`config.mk`:
```
export PLATFORM = sky130hd
export DESIGN_NAME = shiftreg_generator_flat
export DESIGN_NICKNAME = d
export VERILOG_FILES = /design/src/rtl/shiftreg_generator_if.sv /design/src/rtl/shiftreg_generator.sv /design/src/flat_wrapper.sv
export SDC_FILE = /design/constraint.sdc
export NUM_CORES = 1
export LEC_CHECK = 0
export ABC_AREA = 1
export CAP_MARGIN = 20
export CORE_UTILIZATION = 50
export CTS_BUF_LIST = sky130_fd_sc_hd__clkbuf_16
export CTS_CLUSTER_SIZE = 25
export DETAILED_ROUTE_END_ITERATION = 8
export PLACE_DENSITY = 0.83
export REMOVE_ABC_BUFFERS = 1
export SLEW_MARGIN = 10
export SYNTH_ARGS = -nofsm -noshare
export SYNTH_HDL_FRONTEND = slang
export SYNTH_SLANG_ARGS = --single-unit
```
`constraint.sdc`:
```
create_clock -name CLK -period 2.4 [get_ports CLK]
set_clock_uncertainty 0.1 [all_clocks]
set_input_delay 0.36 -clock CLK [delete_from_list [all_inputs] [get_ports CLK]]
set_output_delay 0.36 -clock CLK [all_outputs]
set_load 0.05 [all_outputs]
```
`src/rtl/shiftreg_generator_if.sv`:
```
// Bundles the word sources, select strobes, latched words and serial output
// of the shift-register generator; master drives selects/words, slave serves them.
interface shiftreg_generator_if #(
   parameter int SIZESRSTAT = 88,
   parameter int SIZESRDYN  = 16
);
   logic                  SELDYN;
   logic                  SELSTAT;
   logic [SIZESRDYN-1:0]  DYNREG;
   logic [SIZESRSTAT-1:0] STATREG;
   logic [SIZESRDYN-1:0]  DYNLATCH;
   logic [SIZESRSTAT-1:0] STATLATCH;
   logic                  signal_out;

   modport master (
      output SELDYN, SELSTAT, DYNREG, STATREG,
      input  DYNLATCH, STATLATCH, signal_out
   );

   modport slave (
      input  SELDYN, SELSTAT, DYNREG, STATREG,
      output DYNLATCH, STATLATCH, signal_out
   );
endinterface

```
`src/rtl/shiftreg_generator.sv`:
```
// Serial generator: a rising select edge latches the dynamic or static word
// and shifts it out MSB-first on signal_out, one bit per clock.
module shiftreg_generator #(
   parameter int SIZESRSTAT = 88,
   parameter int SIZESRDYN  = 16
) (
   input  logic CLK,
   input  logic RST_N,
   shiftreg_generator_if.slave bus
);
   localparam int CNT_W = $clog2(SIZESRSTAT + 1);
   localparam logic [CNT_W-1:0] DYN_LEN  = CNT_W'(SIZESRDYN);
   localparam logic [CNT_W-1:0] STAT_LEN = CNT_W'(SIZESRSTAT);

   typedef enum logic [1:0] {IDLE, SHIFT_DYN, SHIFT_STAT} state_t;

   state_t                state_q, state_d;
   logic                  seldyn_hist_q, seldyn_hist_d;
   logic                  selstat_hist_q, selstat_hist_d;
   logic [SIZESRSTAT-1:0] sr_q, sr_d;
   logic [SIZESRSTAT-1:0] statlatch_q, statlatch_d;
   logic [SIZESRDYN-1:0]  dynlatch_q, dynlatch_d;
   logic [CNT_W-1:0]      cnt_q, cnt_d;
   logic                  out_q, out_d;
   logic                  dyn_start, stat_start;
   logic [CNT_W-1:0]      frame_len;
   logic [SIZESRSTAT-1:0] dyn_aligned;

   assign dyn_start   = bus.SELDYN & ~seldyn_hist_q;
   assign stat_start  = bus.SELSTAT & ~selstat_hist_q;
   assign frame_len   = (state_q == SHIFT_DYN) ? DYN_LEN : STAT_LEN;
   // Dynamic word sits in the top bits so both frames shift from the same MSB.
   assign dyn_aligned = {bus.DYNREG, {(SIZESRSTAT-SIZESRDYN){1'b0}}};

   always_comb begin
      state_d        = state_q;
      sr_d           = sr_q;
      statlatch_d    = statlatch_q;
      dynlatch_d     = dynlatch_q;
      cnt_d          = cnt_q;
      out_d          = out_q;
      seldyn_hist_d  = bus.SELDYN;
      selstat_hist_d = bus.SELSTAT;
      case (state_q)
         IDLE: begin
            out_d = 1'b0;
            if (dyn_start) begin
               dynlatch_d = bus.DYNREG;
               sr_d       = dyn_aligned << 1;
               out_d      = bus.DYNREG[SIZESRDYN-1];
               cnt_d      = CNT_W'(1);
               state_d    = SHIFT_DYN;
            end else if (stat_start) begin
               statlatch_d = bus.STATREG;
               sr_d        = bus.STATREG << 1;
               out_d       = bus.STATREG[SIZESRSTAT-1];
               cnt_d       = CNT_W'(1);
               state_d     = SHIFT_STAT;
            end
         end
         SHIFT_DYN, SHIFT_STAT: begin
            if (cnt_q == frame_len) begin
               out_d   = 1'b0;
               cnt_d   = '0;
               state_d = IDLE;
            end else begin
               out_d = sr_q[SIZESRSTAT-1];
               sr_d  = sr_q << 1;
               cnt_d = cnt_q + CNT_W'(1);
            end
         end
         default: state_d = IDLE;
      endcase
   end

   always_ff @(posedge CLK) begin
      if (RST_N) begin
         state_q        <= IDLE;
         seldyn_hist_q  <= 1'b0;
         selstat_hist_q <= 1'b0;
         sr_q           <= '0;
         statlatch_q    <= '0;
         dynlatch_q     <= '0;
         cnt_q          <= '0;
         out_q          <= 1'b0;
      end else begin
         state_q        <= state_d;
         seldyn_hist_q  <= seldyn_hist_d;
         selstat_hist_q <= selstat_hist_d;
         sr_q           <= sr_d;
         statlatch_q    <= statlatch_d;
         dynlatch_q     <= dynlatch_d;
         cnt_q          <= cnt_d;
         out_q          <= out_d;
      end
   end

   assign bus.DYNLATCH   = dynlatch_q;
   assign bus.STATLATCH  = statlatch_q;
   assign bus.signal_out = out_q;
endmodule

```
`src/flat_wrapper.sv`:
```
// flat-port wrapper written by rule: the top's interface ports become plain ports
module shiftreg_generator_flat 
#(
   parameter int SIZESRSTAT = 88,
   parameter int SIZESRDYN  = 16
)
  (CLK, RST_N, bus_SELDYN, bus_SELSTAT, bus_DYNREG, bus_STATREG, bus_DYNLATCH, bus_STATLATCH, bus_signal_out);
  shiftreg_generator_if #(.SIZESRSTAT(SIZESRSTAT), .SIZESRDYN(SIZESRDYN)) bus_i ();
  input  logic CLK;
  input  logic RST_N;
  input wire logic [$bits(bus_i.SELDYN)-1:0] bus_SELDYN;
  input wire logic [$bits(bus_i.SELSTAT)-1:0] bus_SELSTAT;
  input wire logic [$bits(bus_i.DYNREG)-1:0] bus_DYNREG;
  input wire logic [$bits(bus_i.STATREG)-1:0] bus_STATREG;
  output wire logic [$bits(bus_i.DYNLATCH)-1:0] bus_DYNLATCH;
  output wire logic [$bits(bus_i.STATLATCH)-1:0] bus_STATLATCH;
  output wire logic [$bits(bus_i.signal_out)-1:0] bus_signal_out;
  assign bus_i.SELDYN = bus_SELDYN;
  assign bus_i.SELSTAT = bus_SELSTAT;
  assign bus_i.DYNREG = bus_DYNREG;
  assign bus_i.STATREG = bus_STATREG;
  assign bus_DYNLATCH = bus_i.DYNLATCH;
  assign bus_STATLATCH = bus_i.STATLATCH;
  assign bus_signal_out = bus_i.signal_out;
  shiftreg_generator #(.SIZESRSTAT(SIZESRSTAT), .SIZESRDYN(SIZESRDYN)) u_core (.CLK(CLK), .RST_N(RST_N), .bus(bus_i));
endmodule
```
Word-level counts from Yosys, hierarchy flattened
Index checks and enable logic that the tools add are counted.
{ "word_totals": {"regBits": 204, "in_bits": 108, "output_inout_bits": 105, "word_cells": 45} }
{ "classes": {"n_addsub": 1, "n_eq_ne": 6, "mux": 17, "bitwise_logic": 5, "n_reduce_logical": 8} }
{ "op_table": {"columns": ["operator", "count"], "rows": [
  ["88-bit two-way mux", 3],
  ["88-bit one-hot mux with 2 select lines", 1],
  ["7-bit two-way mux", 4],
  ["7-bit one-hot mux with 2 select lines", 1],
  ["7-bit by 1-bit adder with 7-bit output, second input constant", 1],
  ["7-bit == test", 1],
  ["2-bit two-way mux", 3],
  ["2-bit AND reduction", 3],
  ["3-bit AND reduction", 2],
  ["2-bit one-hot mux with 2 select lines", 1],
  ["1-bit two-way mux", 3],
  ["3-bit by 1-bit != test with 1-bit output, second input constant", 1],
  ["1-bit inverter", 3],
  ["1-bit AND", 2],
  ["2-bit by 1-bit == test with 1-bit output, second input constant", 1],
  ["2-bit == test, second input constant", 1],
  ["2-bit logical NOT", 1],
  ["2-bit by 1-bit != test with 1-bit output, second input constant", 1],
  ["2-bit != test, second input constant", 1],
  ["1-bit one-hot mux with 2 select lines", 1],
  ["2-bit nonzero test", 1],
  ["2-bit OR reduction", 1]
]} }

Longest topological paths before layout
{ "depth": {"ltp_word": 5, "mapped_depth": 12} }

Worst setup path before layout
OpenSTA, ideal clock, no wires.
{ "synth_timing": {"kind": "reg-to-reg", "startpoint": "reg u_core.state_q[0]", "endpoint": "reg u_core.sr_q[72]", "setup_ns": 0.111, "arrival_time_ns": 1.588, "slack_ns": 0.601, "stages_incl_launch_ff": 11, "path_buffers": 2, "cell_sequence": "dfxtp_1 -> inv_1 -> ha_1 -> inv_1 -> buf_2 -> buf_1 -> nand2_1 -> o21ai_0 -> nand3_1 -> nand2_1 -> nor2_1"} }
{ "synth_between": {"elab_chain_len": 5, "elab_cells_between_ends": 11} }
{ "synth_lines": {"columns": ["item", "line", "rtl"], "rows": [
  ["start: declaration", "shiftreg_generator.sv:17", "state_t state_q, state_d;"],
  ["start signal: assignment", "shiftreg_generator.sv:87", "state_q <= state_d;"],
  ["2-bit by 1-bit == test with 1-bit output", "shiftreg_generator.sv:31, shiftreg_generator.sv:44", null],
  ["7-bit two-way mux", "shiftreg_generator.sv:31", "assign frame_len = (state_q == SHIFT_DYN) ? DYN_LEN : STAT_LEN;"],
  ["7-bit == test", "shiftreg_generator.sv:62", "if (cnt_q == frame_len) begin"],
  ["2-bit != test (no source line)", null, null],
  ["3-bit AND reduction (no source line)", null, null],
  ["end signal: assignment", "shiftreg_generator.sv:90", "sr_q <= sr_d;"],
  ["end: declaration", "shiftreg_generator.sv:20", "logic [SIZESRSTAT-1:0] sr_q, sr_d;"]
]} }
Parallel ways exist; a longest one is shown, timed or not.
A chain may end at the register's enable or synchronous reset.

Worst setup path in the final report
{ "layout_timing": {"startpoint": "reg u_core.out_q (netlist: u_core.bus.signal_out)", "endpoint": "out bus_signal_out"} }
{ "layout_rtl": {"columns": ["item", "line", "rtl"], "rows": [
  ["start: declaration", "shiftreg_generator.sv:24", "logic out_q, out_d;"],
  ["start signal: assignment", "shiftreg_generator.sv:94", "out_q <= out_d;"],
  ["end: declaration", "flat_wrapper.sv:17", "output wire logic [$bits(bus_i.signal_out)-1:0] bus_signal_out;"]
]} }
No word-level cell between the ends.

==> run summary <==
The clock passes through at most 3 buffers. The master of the slowest instance on the critical path is clkdlybuf4s50_1. Combinational cells account for 28.8% of the total power. The tightest min-delay check is of the primary input to flop type. Maximum number of pins on one net before global-route repair: 106.

Worst flop-to-flop path startpoint: u_core.state_q[0]. The category of the critical setup timing path was flop to output port. The finished layout holds 1751 standard cells, fillers aside. The run gives 617 as the number of DRC markers in iteration 0. The number of antenna-violating nets in the routed design was 0; the fraction of registers with async set or reset after synthesis was 0%. The cell count after synthesis came out at 1349.

The number of hold violations in the final report was 0; the number of synthesized flops with an enable pin was 0. The worst hold path was traced through 3 stages. The biggest fanout along the worst timing path came out at 2.

TritonCTS created 22 clock buffers. In this run the clock root is driven by a clkbuf_16. Across the run, the number of max-cap violations was 0. Most instantiated flip-flop cell in the synthesis netlist: dfxtp_1.

Setup violations remaining at the end of the flow were counted as 0. The family with the most delay on the worst path is buffers and inverters. For the worst setup path, the data required time is 1.94 ns.

The run gives 0 as the post-detailed-route DRC marker count. The count of buffers inserted at the top-level ports came out at 212. The post-CTS clock slew at the launch and capture registers of the worst setup and hold paths was 0.06 ns.

In this run the vertical extent of the chip is 136 um. The worst setup path is launched from a flop. The initial core utilization was 51.5%. In this run the critical register-to-register path is captured at u_core.sr_q[47].

The clock share of power came out at 31.2%. The mapped netlist covers 0.00893 mm^2. The die covers 0.0184 mm^2.

The reg2reg setup slack was 0.36 ns; the buffers plus inverters on the worst setup path was 1. Proportion of synthesized chip area in sequential cells: 45.5%. In this run, post-CTS repair resized a total of 0 instances. At the pin with the least slew margin, the transition time is 0.607 ns. The worst min-delay path startpoint was bus_SELSTAT. The net switching share of the total power is 33.3%, and the core footprint is 0.0174 mm^2. The number of setup buffers added after CTS is 0, and the placed standard-cell area is 0.0112 mm^2. The most instantiated library cell after synthesis was nor2_1. The total wirelength of the detailed-routed design is 23800 um, and the final design utilization is 68.6%. The detail-routed net length per standard cell was 13.6 um; the count of pins on the block boundary was 213. The nature of the critical path endpoint was an output port. The filler cell count in the final layout is 1490. The detailed router placed 8987 vias in this run. The synthesized design spends more area on one cell type than any other, namely dfxtp_1. Before antenna repair, the detailed router went through 6 iterations. After synthesis, the cell types taking the most area are dfxtp_1 (45%), nor2_1 (16%), nand2_1 (14%).

The largest stage delay on the critical path is 0.84 ns. In this run the tightest slew margin relative to its limit is 59.5%. The critical path depth in cells works out to 1.

Static timing analysis puts the maximum clock frequency at 470 MHz. Hold is met by 0.347 ns. The final layout contains 1625 nets.

The number of H-tree levels came out at 1. Counting instances in the post-synthesis netlist gives the leading cell types as nor2_1 (374), nand2_1 (326), dfxtp_1 (203). The placement row count came out at 48. The power density of the placed cells is 846 mW/mm^2. Data arrives at the worst endpoint at 1.67 ns. Setup repair after global routing left no endpoint under its margin. The fraction of layout cells with a size suffix above 1 is 5.37%, and the initial antenna violation count is 0.

After routing the design area is 0.0119 mm^2. For this design the total switching power over the nets is 3.35 mW. The run gives 8357 as the via count of the first global-routing pass. The detailed-route vias per instance came out at 5.13. The run gives 0 as the number of synthesis warnings. Remaining global-route overflow: 0. Counting cells, the worst reg-to-reg path comes to 9. Internal power comes to 6.72 mW.

The flow ran to the end, and the final reports show no timing, DRC or antenna violations. The final critical-path required period was 2.13 ns; the post-route clock period utilization was 88.7%. For the max-slew violation count, the log shows 0. For hold timing, the worst endpoint is u_core.selstat_hist_q. The number of antenna diodes in the final layout is 0. Register bit total from synthesis: 203. The global-route usage over all layers is 25.7%, and the signed area change from the synthesized netlist to the final layout is 33.3%.

The placed wire-length estimate after detailed placement is 14900 um, and the routability congestion estimate from global placement is 0.817. The die is 136 um wide. The sequential power share was 40.0%; the number of unique standard cell types used by synthesis was 21. Walking the worst path, the cells encountered are clkdlybuf4s50_1. The first global-routing pass estimated 39500 um of wire. The instance count after placement with tap cells included is 1713. The tools report the total of hold buffers inserted after clock tree synthesis as 0.

In this run the static leakage power is 5.53 nW. After synthesis, the mean cell area works out to 6.62 um^2. IR analysis of the VDD net gives a maximum drop of 0.557 mV. TritonCTS built the clock tree. For this design, the sink count on the clock tree is 203. Clock latency on the worst-skew pair, taken at its later pin, is 0.50 ns. The fraction of post-synthesis cell area in the top cell type by area works out to 45.5%.
[layout by cell type, fill, tap and decap left out, drive strengths merged]
cell type	instances
a21oi	18
o21ai	166
clkbuf	23
buf	25
clkdlybuf4s50	212
nor2	374
nand3	110
bufinv	1
nand2	329
ha	5
dfxtp	203
xor2	1
nand4	3
nor3	2
clkinv	12
or2	15
inv	26
clkinvlp	1
[flip-flops by register name, summed over array words and instances, names as in the netlist]
| signal | cells |
|---|---|
| u_core.seldyn_hist_q | 1 |
| u_core.selstat_hist_q | 1 |
| u_core.bus.signal_out | 1 |
| u_core.bus.DYNLATCH | 16 |
| u_core.sr_q | 87 |
| u_core.bus.STATLATCH | 88 |
| u_core.state_q | 2 |
| u_core.cnt_q | 7 |
[per-stage QoR]
step | power (mW) | TNS [ns] | setup WS, ns
after CTS | 10.1 | 0 | 0.257
after global routing | 10.6 | 0 | 0.188
final | 10.1 | 0 | 0.270
after detailed placement | 6.98 | 0 | 0.148
after floorplan | 5.99 | -264.41 | -1.69
after global placement | 6.92 | 0 | 0.194
[final cells by class]
| cell class | instances | area, um^2 | share of cell area (%) |
|---|---|---|---|
| Tap cell | 225 | 282 | 2.36 |
| Clock buffer | 23 | 576 | 4.83 |
| Clock inverter | 15 | 90.1 | 0.757 |
| Timing Repair Buffer | 237 | 2450 | 20.6 |
| Sequential cell | 203 | 4060 | 34.1 |
| Inverter | 25 | 103 | 0.862 |
| Multi-Input combinational cell | 1023 | 4350 | 36.5 |
[worst register-to-register path, cell delays in order, from the launching register on]
cell,delay [ns]
dfxtp_1,0.38
inv_1,0.06
ha_1,0.39
inv_4,0.17
buf_12,0.32
nand2_1,0.18
o21ai_0,0.09
nand3_1,0.09
nand2_1,0.09
nor2_1,0.05
[routing by layer]
metal	part of all wire (%)	track usage (%)	vias up
met2	47	42.9	295
met1	45	33.8	4060
met5	0	0	-
li1	-	-	4593
met4	2.2	7.93	0
met3	6.5	4.30	39
[how the worst max path moves through the flow]
| stage | start | endpoint |
|---|---|---|
| final | u_core.bus.signal_out | bus_signal_out |
| after global routing | u_core.state_q[0] | u_core.sr_q[47] |
| after detailed placement | bus_SELSTAT | u_core.sr_q[86] |
| after CTS | u_core.bus.STATLATCH[15] | bus_STATLATCH[15] |
| after floorplan | bus_SELDYN | u_core.bus.STATLATCH[10] |
| after global placement | bus_SELSTAT | u_core.cnt_q[2] |
[power groups by stage]
stage / clock, mW / sequential (mW) / combinational, mW
global route: 3.35 / 4.08 / 3.22
global placement: 0 / 4.08 / 2.85
finish: 3.14 / 4.03 / 2.90
CTS: 3.21 / 4.03 / 2.91
floorplan: 0 / 4.63 / 1.36
detailed placement: 0 / 4.09 / 2.89
[cells by family (layout without fill, tap and decap cells)]
logic type	count (synthesis)	count (layout)	share of synthesized area (%)
AO/OA/AOI/OAI	184	184	10.3
XOR/XNOR	1	1	0.0981
adder cells (fa/ha/maj)	5	5	0.700
buffers and inverters	123	300	6.01
flip-flops	203	203	45.5
AND/OR/NAND/NOR	833	833	37.4
Power figures use the tool's default switching activity.
